**src/rtl/nibble_serial_adder.sv**
```systemverilog
// Multi-cycle WIDTH-bit add/subtract unit that reuses one 4-bit carry-lookahead
// adder and processes one nibble per clock, LSB first, with a start/busy/done handshake.

module cla_4 (
    input  logic [3:0] a,
    input  logic [3:0] b,
    input  logic       cin,
    output logic [3:0] sum,
    output logic       cout
);

    logic [3:0] g;
    logic [3:0] p;
    logic [4:0] c;

    assign g = a & b;
    assign p = a ^ b;

    assign c[0] = cin;
    assign c[1] = g[0] | (p[0] & cin);
    assign c[2] = g[1] | (p[1] & g[0]) | (p[1] & p[0] & cin);
    assign c[3] = g[2] | (p[2] & g[1]) | (p[2] & p[1] & g[0])
                | (p[2] & p[1] & p[0] & cin);
    assign c[4] = g[3] | (p[3] & g[2]) | (p[3] & p[2] & g[1])
                | (p[3] & p[2] & p[1] & g[0]) | (p[3] & p[2] & p[1] & p[0] & cin);

    assign sum  = p ^ c[3:0];
    assign cout = c[4];

endmodule

module nibble_serial_adder #(
    parameter int WIDTH = 16
) (
    input  logic             clk,
    input  logic             rst_n,
    input  logic             start,
    input  logic             sub,
    input  logic [WIDTH-1:0] a,
    input  logic [WIDTH-1:0] b,
    input  logic             cin,
    output logic             busy,
    output logic             done,
    output logic [WIDTH-1:0] sum,
    output logic             cout,
    output logic             ovf,
    output logic             zero
);

    localparam int NIB   = WIDTH / 4;
    localparam int IDX_W = (NIB > 1) ? $clog2(NIB) : 1;

    typedef enum logic [1:0] {
        IDLE = 2'd0,
        RUN  = 2'd1,
        DONE = 2'd2
    } state_t;

    state_t             state_q, state_d;
    logic [WIDTH-1:0]   a_q, a_d;
    logic [WIDTH-1:0]   bx_q, bx_d;
    logic               carry_q, carry_d;
    logic [IDX_W-1:0]   idx_q, idx_d;
    logic [WIDTH-1:0]   partial_q, partial_d;
    logic [WIDTH-1:0]   sum_q, sum_d;
    logic               cout_q, cout_d;
    logic               ovf_q, ovf_d;
    logic               zero_q, zero_d;
    logic               busy_q, busy_d;
    logic               done_q, done_d;

    logic [IDX_W+1:0]   nib_lsb;
    logic [3:0]         nib_a;
    logic [3:0]         nib_b;
    logic [3:0]         nib_sum;
    logic               nib_cout;
    logic [WIDTH-1:0]   partial_next;
    logic               last_nib;

    assign nib_lsb  = {idx_q, 2'b00};
    assign nib_a    = a_q[nib_lsb +: 4];
    assign nib_b    = bx_q[nib_lsb +: 4];
    assign last_nib = (idx_q == IDX_W'(NIB - 1));

    cla_4 u_cla (
        .a    (nib_a),
        .b    (nib_b),
        .cin  (carry_q),
        .sum  (nib_sum),
        .cout (nib_cout)
    );

    always_comb begin
        partial_next                = partial_q;
        partial_next[nib_lsb +: 4] = nib_sum;
    end

    always_comb begin
        state_d   = state_q;
        a_d       = a_q;
        bx_d      = bx_q;
        carry_d   = carry_q;
        idx_d     = idx_q;
        partial_d = partial_q;
        sum_d     = sum_q;
        cout_d    = cout_q;
        ovf_d     = ovf_q;
        zero_d    = zero_q;
        busy_d    = busy_q;
        done_d    = 1'b0;

        case (state_q)
            IDLE: begin
                busy_d = 1'b0;
                if (start) begin
                    a_d       = a;
                    bx_d      = sub ? ~b : b;
                    carry_d   = sub ? 1'b1 : cin;
                    idx_d     = '0;
                    partial_d = '0;
                    busy_d    = 1'b1;
                    state_d   = RUN;
                end
            end
            RUN: begin
                partial_d = partial_next;
                carry_d   = nib_cout;
                idx_d     = idx_q + IDX_W'(1);
                // The final nibble is folded in here so results appear with done.
                if (last_nib) begin
                    idx_d   = '0;
                    sum_d   = partial_next;
                    cout_d  = nib_cout;
                    ovf_d   = (a_q[WIDTH-1] == bx_q[WIDTH-1])
                              && (partial_next[WIDTH-1] != a_q[WIDTH-1]);
                    zero_d  = (partial_next == '0);
                    done_d  = 1'b1;
                    state_d = DONE;
                end
            end
            DONE: begin
                busy_d  = 1'b0;
                state_d = IDLE;
            end
            default: begin
                busy_d  = 1'b0;
                state_d = IDLE;
            end
        endcase
    end

    always_ff @(posedge clk or negedge rst_n) begin
        if (!rst_n) begin
            state_q   <= IDLE;
            a_q       <= '0;
            bx_q      <= '0;
            carry_q   <= 1'b0;
            idx_q     <= '0;
            partial_q <= '0;
            sum_q     <= '0;
            cout_q    <= 1'b0;
            ovf_q     <= 1'b0;
            zero_q    <= 1'b0;
            busy_q    <= 1'b0;
            done_q    <= 1'b0;
        end else begin
            state_q   <= state_d;
            a_q       <= a_d;
            bx_q      <= bx_d;
            carry_q   <= carry_d;
            idx_q     <= idx_d;
            partial_q <= partial_d;
            sum_q     <= sum_d;
            cout_q    <= cout_d;
            ovf_q     <= ovf_d;
            zero_q    <= zero_d;
            busy_q    <= busy_d;
            done_q    <= done_d;
        end
    end

    assign busy = busy_q;
    assign done = done_q;
    assign sum  = sum_q;
    assign cout = cout_q;
    assign ovf  = ovf_q;
    assign zero = zero_q;

endmodule

```
**config.mk**
```make
export PLATFORM = sky130hd
export DESIGN_NAME = nibble_serial_adder
export DESIGN_NICKNAME = d
export VERILOG_FILES = /design/src/rtl/nibble_serial_adder.sv
export SDC_FILE = /design/constraint.sdc
export NUM_CORES = 1
export LEC_CHECK = 0
export CELL_PAD_IN_SITES_DETAIL_PLACEMENT = 1
export CELL_PAD_IN_SITES_GLOBAL_PLACEMENT = 1
export CORE_ASPECT_RATIO = 0.9
export CORE_UTILIZATION = 42
export DETAILED_ROUTE_END_ITERATION = 10
export PLACE_DENSITY_LB_ADDON = 0.1
export SLEW_MARGIN = 5
export SYNTH_ARGS = -nofsm -noshare
export SYNTH_HDL_FRONTEND = slang
export SYNTH_SLANG_ARGS = --single-unit
```
**constraint.sdc**
```tcl
create_clock -name clk -period 3.7 [get_ports clk]
set_clock_uncertainty 0.15 [all_clocks]
set_input_delay 0.74 -clock clk [delete_from_list [all_inputs] [get_ports clk]]
set_output_delay 0.74 -clock clk [all_outputs]
set_load 0.01 [all_outputs]
```
==> impl_metrics.tcl, run 1 <==
set metrics [dict create \
    status "finished clean" \
    timing.rr.start "idx_q[0]" \
    drtAntennaViolNets 0 \
    ios 58 \
    syn_area_per_cell_um2 11.5 \
    intPower_mw 2.70 \
    synth_warnings 0 \
    die_h_um 90.1 \
    powerDensity_nw_per_um2 1070 \
    max-vdd-ir-drop_mv 0.617 \
    r2r-end "zero" \
    grt_setup_unrepaired "false" \
    synth_cell_types 46 \
    slew_headroom_pct 37.2 \
    clock-sinks 74 \
    cts.reportedPaths.clkPinSlew_ns 0.08 \
    synth_seq_cells 74 \
    p_seq_share_pct 30.3 \
    port_buffers 57 \
    switchingPower_mw 2.15 \
    worst_ep_arrival_time_ns 3.27 \
    power.share.switching_pct 44.3 \
    htreeDepth 3 \
    nFillCells 883 \
    cts_setup_buffers 0 \
    core_area_um2 8180 \
    n_antenna_cell 0 \
    cts_max_path_buffers 2 \
    overflow 0 \
    worstSetupPathType "register to register" \
    syn_to_final_growth_pct 24.7 \
    die_x_um 99.8 \
    ys.flop_type "dfrtp_1" \
    tightest_slew_ns 0.934 \
    routed_wl_um 8630 \
    dieArea_um2 8990 \
    antenna_found_initial 0 \
    hold_viol 0 \
    grt_pass1_wl_um 15000 \
    reg2reg_depth 8 \
    synthCells 314 \
    max_cap_viol_count 0 \
    crit_path_start_kind "register" \
    async_flop_share_pct 100 \
    cts_tree "yes" \
    synth_edf_count 0 \
    crit_path_end_kind "register" \
    cts_buffers 9 \
    slew_violations 0 \
    place.gp.congestion 0.845 \
    start_util_pct 44.2 \
    setup_viol 0 \
    post_drt_wl_per_cell_um 17.5 \
    pwr-share-comb_pct 57.4 \
    first_pass_iters 4 \
    first_global_vias 2870 \
    clock.fmax_ghz 0.316 \
    viasPerCell 5.51 \
    clk-insertion-delay-late_ns 0.35 \
    cts_root_buf "clkbuf_8" \
    crit_required_ns 3.80 \
    setup_tns_ns 0 \
    r2r_slack_ns 0.53 \
    period_needed_ns 3.17 \
    hold_class "input port to asynchronous set/reset pin" \
    drc 0 \
    drive_above_1_share_pct 16.4 \
    drt_iter0_drc 125 \
    num_rows 31 \
    cts_resized 0 \
    vias 2709 \
    syn_area_um2 3620 \
    cts-hold-fix-buffers 0 \
    leakage_nw 1.88 \
    grt_max_degree 39 \
    holdWs_ns 0.349 \
    dpl.hpwl_um 6070 \
    clkPwrFrac_pct 12.3 \
    nNetsFinal 421 \
    finalCritPeriodShare_pct 85.6 \
    cp_max_fo 11 \
    track_usage_pct 21.5 \
    synth_fp_nets 363 \
    synth_seq_area_share_pct 51.2 \
]
state kept, by name, summed over array words and instances (netlist names), 2 cells and up:
name       cells
idx_q          2
state_q        2
sum           16
bx_q          16
partial_q     16
a_q           16
placed cells by master, fill, tap and decap left out, types with 3 or more instances in the layout:
| master | instances |
|---|---|
| clkbuf_8 | 11 |
| dfrtp_1 | 74 |
| mux2_2 | 16 |
| xnor2_1 | 16 |
| nor2_1 | 52 |
| a221oi_1 | 13 |
| ha_1 | 11 |
| a32o_1 | 15 |
| mux4_2 | 8 |
| nand2_1 | 11 |
| inv_2 | 3 |
| a21o_1 | 5 |
| a21oi_1 | 24 |
| nand2b_1 | 3 |
| inv_1 | 6 |
| clkdlybuf4s50_1 | 56 |
| buf_4 | 9 |
kinds of logic after synthesis:
| kind of cell | share of synthesized area, % |
|---|---|
| buf+inv | 3.63 |
| fa+ha+maj | 4.36 |
| mux | 9.96 |
| flops | 51.2 |
| compound gates | 16.9 |
| simple gates | 9.44 |
| xor+xnor | 4.56 |
metal layers:
layer	GRT usage [%]	vias to the layer above	routed length, um
met4	5.02	0	38
met3	5.52	2	423
li1	-	1261	-
met2	31.6	78	3850
met1	31.7	1368	4320
met5	0	-	0
metrics by stage:
| stage | setup slack, ns | util, % | power, mW | instances | cell area (um2) |
|---|---|---|---|---|---|
| floorplan | 0.681 | - | 3.32 | 314 | 3620 |
| global placement | 0.655 | 52.8 | 4.18 | 476 | 4320 |
| detailed placement | 0.536 | 52.8 | 4.26 | 476 | 4320 |
| CTS | 0.509 | 55.1 | 4.88 | 492 | 4510 |
| global route | 0.305 | 55.1 | 5.21 | 492 | 4510 |
| finish | 0.534 | 55.1 | 4.85 | 492 | 4510 |
final cells by class:
type / instances / area (um2) / area share (%)
timing repair buffer: 67 / 653 / 14.5
clock buffer: 11 / 151 / 3.36
tap: 115 / 144 / 3.19
multi-input combinational: 211 / 1640 / 36.4
clock inverter: 5 / 37.5 / 0.832
sequential: 74 / 1850 / 41.0
inverter: 9 / 33.8 / 0.749
critical path: stages, from the launching register on:
cell and delay, ns:
dfrtp_1 0.70, mux4_2 0.64, ha_1 0.33, a21o_1 0.19, a21oi_1 0.23, a211oi_2 0.10
buf_4 0.19, o32a_1 0.19, o41ai_2 0.33
cell usage after synthesis (2+ instances only):
| library cell | number | area share [%] |
|---|---|---|
| buf_1 | 2 | 0.21 |
| inv_2 | 3 | 0.31 |
| nor3_1 | 2 | 0.28 |
| nor2_1 | 52 | 5.4 |
| nand2_1 | 11 | 1.1 |
| a21o_1 | 5 | 1.0 |
| mux2_2 | 16 | 5.0 |
| a21oi_1 | 24 | 3.3 |
| o31ai_1 | 2 | 0.41 |
| buf_2 | 12 | 1.7 |
| clkbuf_1 | 5 | 0.52 |
| a22oi_1 | 2 | 0.41 |
| nand3_1 | 2 | 0.28 |
| o21bai_1 | 2 | 0.41 |
| o221ai_1 | 2 | 0.48 |
| o21ai_0 | 2 | 0.28 |
| nor4_1 | 2 | 0.35 |
| xnor2_1 | 16 | 3.9 |
| inv_1 | 6 | 0.62 |
| mux4_2 | 8 | 5.0 |
| dfrtp_1 | 74 | 51 |
| a32o_1 | 15 | 4.1 |
| nand2b_1 | 3 | 0.52 |
| a221oi_1 | 13 | 3.1 |
| ha_1 | 11 | 3.8 |
| o21ai_1 | 2 | 0.28 |
power groups by stage:
stage	clock (mW)	sequential, mW	combinational, mW
3_5_place_dp	0	1.48	2.78
5_1_grt	0.649	1.52	3.04
6_report	0.598	1.47	2.78
4_1_cts	0.616	1.47	2.80
3_3_place_gp	0	1.47	2.71
2_1_floorplan	0	1.43	1.89
how the worst max path moves through the flow:
| stage | start | end | slack [ns] | cells after the start |
|---|---|---|---|---|
| floorplan | idx_q[0] | ovf | 0.68 | 9 |
| global placement | idx_q[0] | zero | 0.65 | 8 |
| detailed placement | idx_q[0] | zero | 0.54 | 8 |
| CTS | idx_q[0] | zero | 0.51 | 8 |
| global route | idx_q[0] | zero | 0.30 | 7 |
| finish | idx_q[0] | zero | 0.53 | 8 |
Note: power is estimated with default switching activity, not from simulation.
==> run 2, diff against run 1 <==
--- a/config.mk
+++ b/config.mk
@@ -10,6 +10,7 @@
 export CORE_ASPECT_RATIO = 0.9
 export CORE_UTILIZATION = 42
 export DETAILED_ROUTE_END_ITERATION = 10
+export HOLD_SLACK_MARGIN = 0.06
 export PLACE_DENSITY_LB_ADDON = 0.1
 export SLEW_MARGIN = 5
 export SYNTH_ARGS = -nofsm -noshare
==> results of run 2 <==
Same layout as run 1: the final DEF is identical, and so are final timing and power.
==> run 3, diff against run 2 <==
--- a/config.mk
+++ b/config.mk
@@ -12,7 +12,9 @@
 export DETAILED_ROUTE_END_ITERATION = 10
 export HOLD_SLACK_MARGIN = 0.06
 export PLACE_DENSITY_LB_ADDON = 0.1
+export SKIP_LAST_GASP = 1
 export SLEW_MARGIN = 5
 export SYNTH_ARGS = -nofsm -noshare
 export SYNTH_HDL_FRONTEND = slang
+export SYNTH_HIERARCHICAL = 1
 export SYNTH_SLANG_ARGS = --single-unit
==> impl_metrics.tcl, run 3 <==
set metrics [dict create \
    synth_edf_count 0 \
    syn_to_final_growth_pct 24.8 \
    intPower_mw 2.59 \
    place.gp.congestion 0.796 \
    max-vdd-ir-drop_mv 0.450 \
    slew_violations 0 \
    dieArea_um2 8930 \
    synth_seq_area_share_pct 51.5 \
    num_rows 31 \
    tightest_slew_ns 0.795 \
    clock-sinks 74 \
    cts_root_buf "clkbuf_8" \
    timing.rr.start "idx_q[0]" \
    core_area_um2 8180 \
    ys.flop_type "dfrtp_1" \
    switchingPower_mw 1.94 \
    die_h_um 89.7 \
    track_usage_pct 22.2 \
    r2r_slack_ns 0.49 \
    power.share.switching_pct 42.8 \
    setup_tns_ns 0 \
    pre_cts_ws_ns 0.505 \
    max_cap_viol_count 0 \
    ios 58 \
    synth_common_cells "dfrtp_1 (74), nor2_1 (42), a21oi_1 (19), xnor2_1 (18), mux2_2 (17)" \
    port_buffers 57 \
    cts_resized 0 \
    hold_viol 0 \
    reg2reg_depth 8 \
    nFillCells 875 \
    cts_setup_buffers 0 \
    synth_most_common_cell "dfrtp_1" \
    slowest_stage "xnor2_1" \
    syn_area_per_cell_um2 11.3 \
    viasPerCell 5.48 \
    critPathLaunch "idx_q[0]" \
    dpl.hpwl_um 6500 \
    synth_seq_cells 74 \
    grt_setup_unrepaired "false" \
    die_x_um 99.5 \
    vias 2700 \
    antenna_found_initial 0 \
    p_seq_share_pct 31.3 \
    n_antenna_cell 0 \
    cts_tree "yes" \
    routed_wl_um 8960 \
    post_drt_wl_per_cell_um 18.2 \
    drive_above_1_share_pct 15.3 \
    worstSetupPathType "register to register" \
    synth_area_leaders "dfrtp_1 (52%), mux2_2 (5.3%), mux4_2 (5.0%)" \
    grt_pass1_wl_um 15200 \
    layout_commonest_cell "dfrtp_1" \
    crit_required_ns 3.77 \
    hold_class "input port to asynchronous set/reset pin" \
    clk-insertion-delay-late_ns 0.36 \
    synth_warnings 6 \
    synth_cell_types 44 \
    worst_ep_arrival_time_ns 3.27 \
    status "finished clean" \
    cts-hold-fix-buffers 0 \
    cts_max_path_buffers 2 \
    finalWorstSetupSlack_ns 0.494 \
    grt_max_degree 35 \
    syn_area_um2 3590 \
    finalCritPeriodShare_pct 86.6 \
    synth_top_area_share_pct 51.5 \
    crit_chain "mux4_2, ha_1, a21o_1, a21oi_1, xnor2_1, a41oi_1, o2111ai_1, o31ai_1" \
    drc 0 \
    placed_cell_area_um2 4270 \
    period_needed_ns 3.21 \
    powerDensity_nw_per_um2 1010 \
    synthCells 318 \
    cts.reportedPaths.clkPinSlew_ns 0.08 \
    first_global_vias 2897 \
    overflow 0 \
    timing.critical_path.slowest_cell_delay_ns 0.64 \
    crit_path_end_kind "register" \
    fin_area_um2 4480 \
    synth_fp_nets 366 \
    setup_viol 0 \
    drt_iter0_drc 145 \
    clock.fmax_ghz 0.312 \
    clkPwrFrac_pct 15.6 \
    final_cell_mix "dfrtp_1 (74), clkdlybuf4s50_1 (56), nor2_1 (42), a21oi_1 (19), xnor2_1 (18)" \
    holdWs_ns 0.254 \
    slew_headroom_pct 46.7 \
    cts_buffers 9 \
    cp_max_fo 8 \
    leakage_nw 1.91 \
    first_pass_iters 4 \
    htreeDepth 3 \
    drtAntennaViolNets 0 \
    pwr-share-comb_pct 53.2 \
    synth_area_leader_cell "dfrtp_1" \
    nNetsFinal 421 \
    async_flop_share_pct 100 \
    r2r-end "zero" \
    crit_path_start_kind "register" \
    start_util_pct 43.9 \
]
run 3: changes by cell type after synthesis, sizes merged, moves of 3 or more:
cell,delta
o21ai,+12
a32o,-13
buf,-3
and2,+3
nand2,+5
and2b,+4
clkbuf,+4
a22o,+7
nor2,-10
a21oi,-6
a31oi,+3
run 3: layout make-up:
class | instances | area, um2 | area share [%]
clock buffers | 10 | 128 | 2.85
clock inverters | 6 | 91.3 | 2.04
inverters | 11 | 41.3 | 0.921
multi-input cells | 212 | 1600 | 35.7
flip-flops and latches | 74 | 1850 | 41.3
well taps | 115 | 144 | 3.21
repair buffers | 65 | 626 | 14.0
run 3: worst max-delay path by stage:
stage	end	slack [ns]	cells past startpoint
2_1_floorplan	ovf	0.49	10
3_3_place_gp	zero	0.63	9
3_5_place_dp	zero	0.50	9
4_1_cts	zero	0.49	9
5_1_grt	zero	0.21	8
6_report	zero	0.49	8
run 3: logic make-up after synthesis:
group	count (synthesis)	synth area share [%]
mux	25	10.3
flops	74	51.6
xor+xnor	19	4.63
buf+inv	32	4.04
compound gates	75	14.2
simple gates	82	11.2
fa+ha+maj	11	4.04
run 3: per-layer routing:
layer,global-route usage [%],wire [um]
met2,34.0,4250
met4,7.72,64
met3,4.35,283
met1,31.5,4350
met5,0,0
run 3: critical path, delay by kind of cell, from the launching register on:
kind / cells / cell delay [ns]
adder cells (fa/ha/maj): 1 / 0.29
AO/OA/AOI/OAI: 5 / 0.78
multiplexers: 1 / 0.60
XOR/XNOR: 1 / 0.64
flip-flops: 1 / 0.63
run 3: power by group through the flow:
stage,Sequential (mW),Clock (mW),Combinational [mW]
floorplan,1.36,0,1.58
CTS,1.42,0.719,2.40
global route,1.47,0.750,2.63
global placement,1.43,0,2.28
finish,1.42,0.706,2.41
detailed placement,1.44,0,2.39
run 3: metrics by stage:
step                util [%]  cells  total power, mW
floorplan                  -    318             2.94
global placement        52.1    477             3.72
detailed placement      52.1    477             3.82
CTS                     54.8    493             4.55
global route            54.8    493             4.85
finish                  54.8    493             4.54
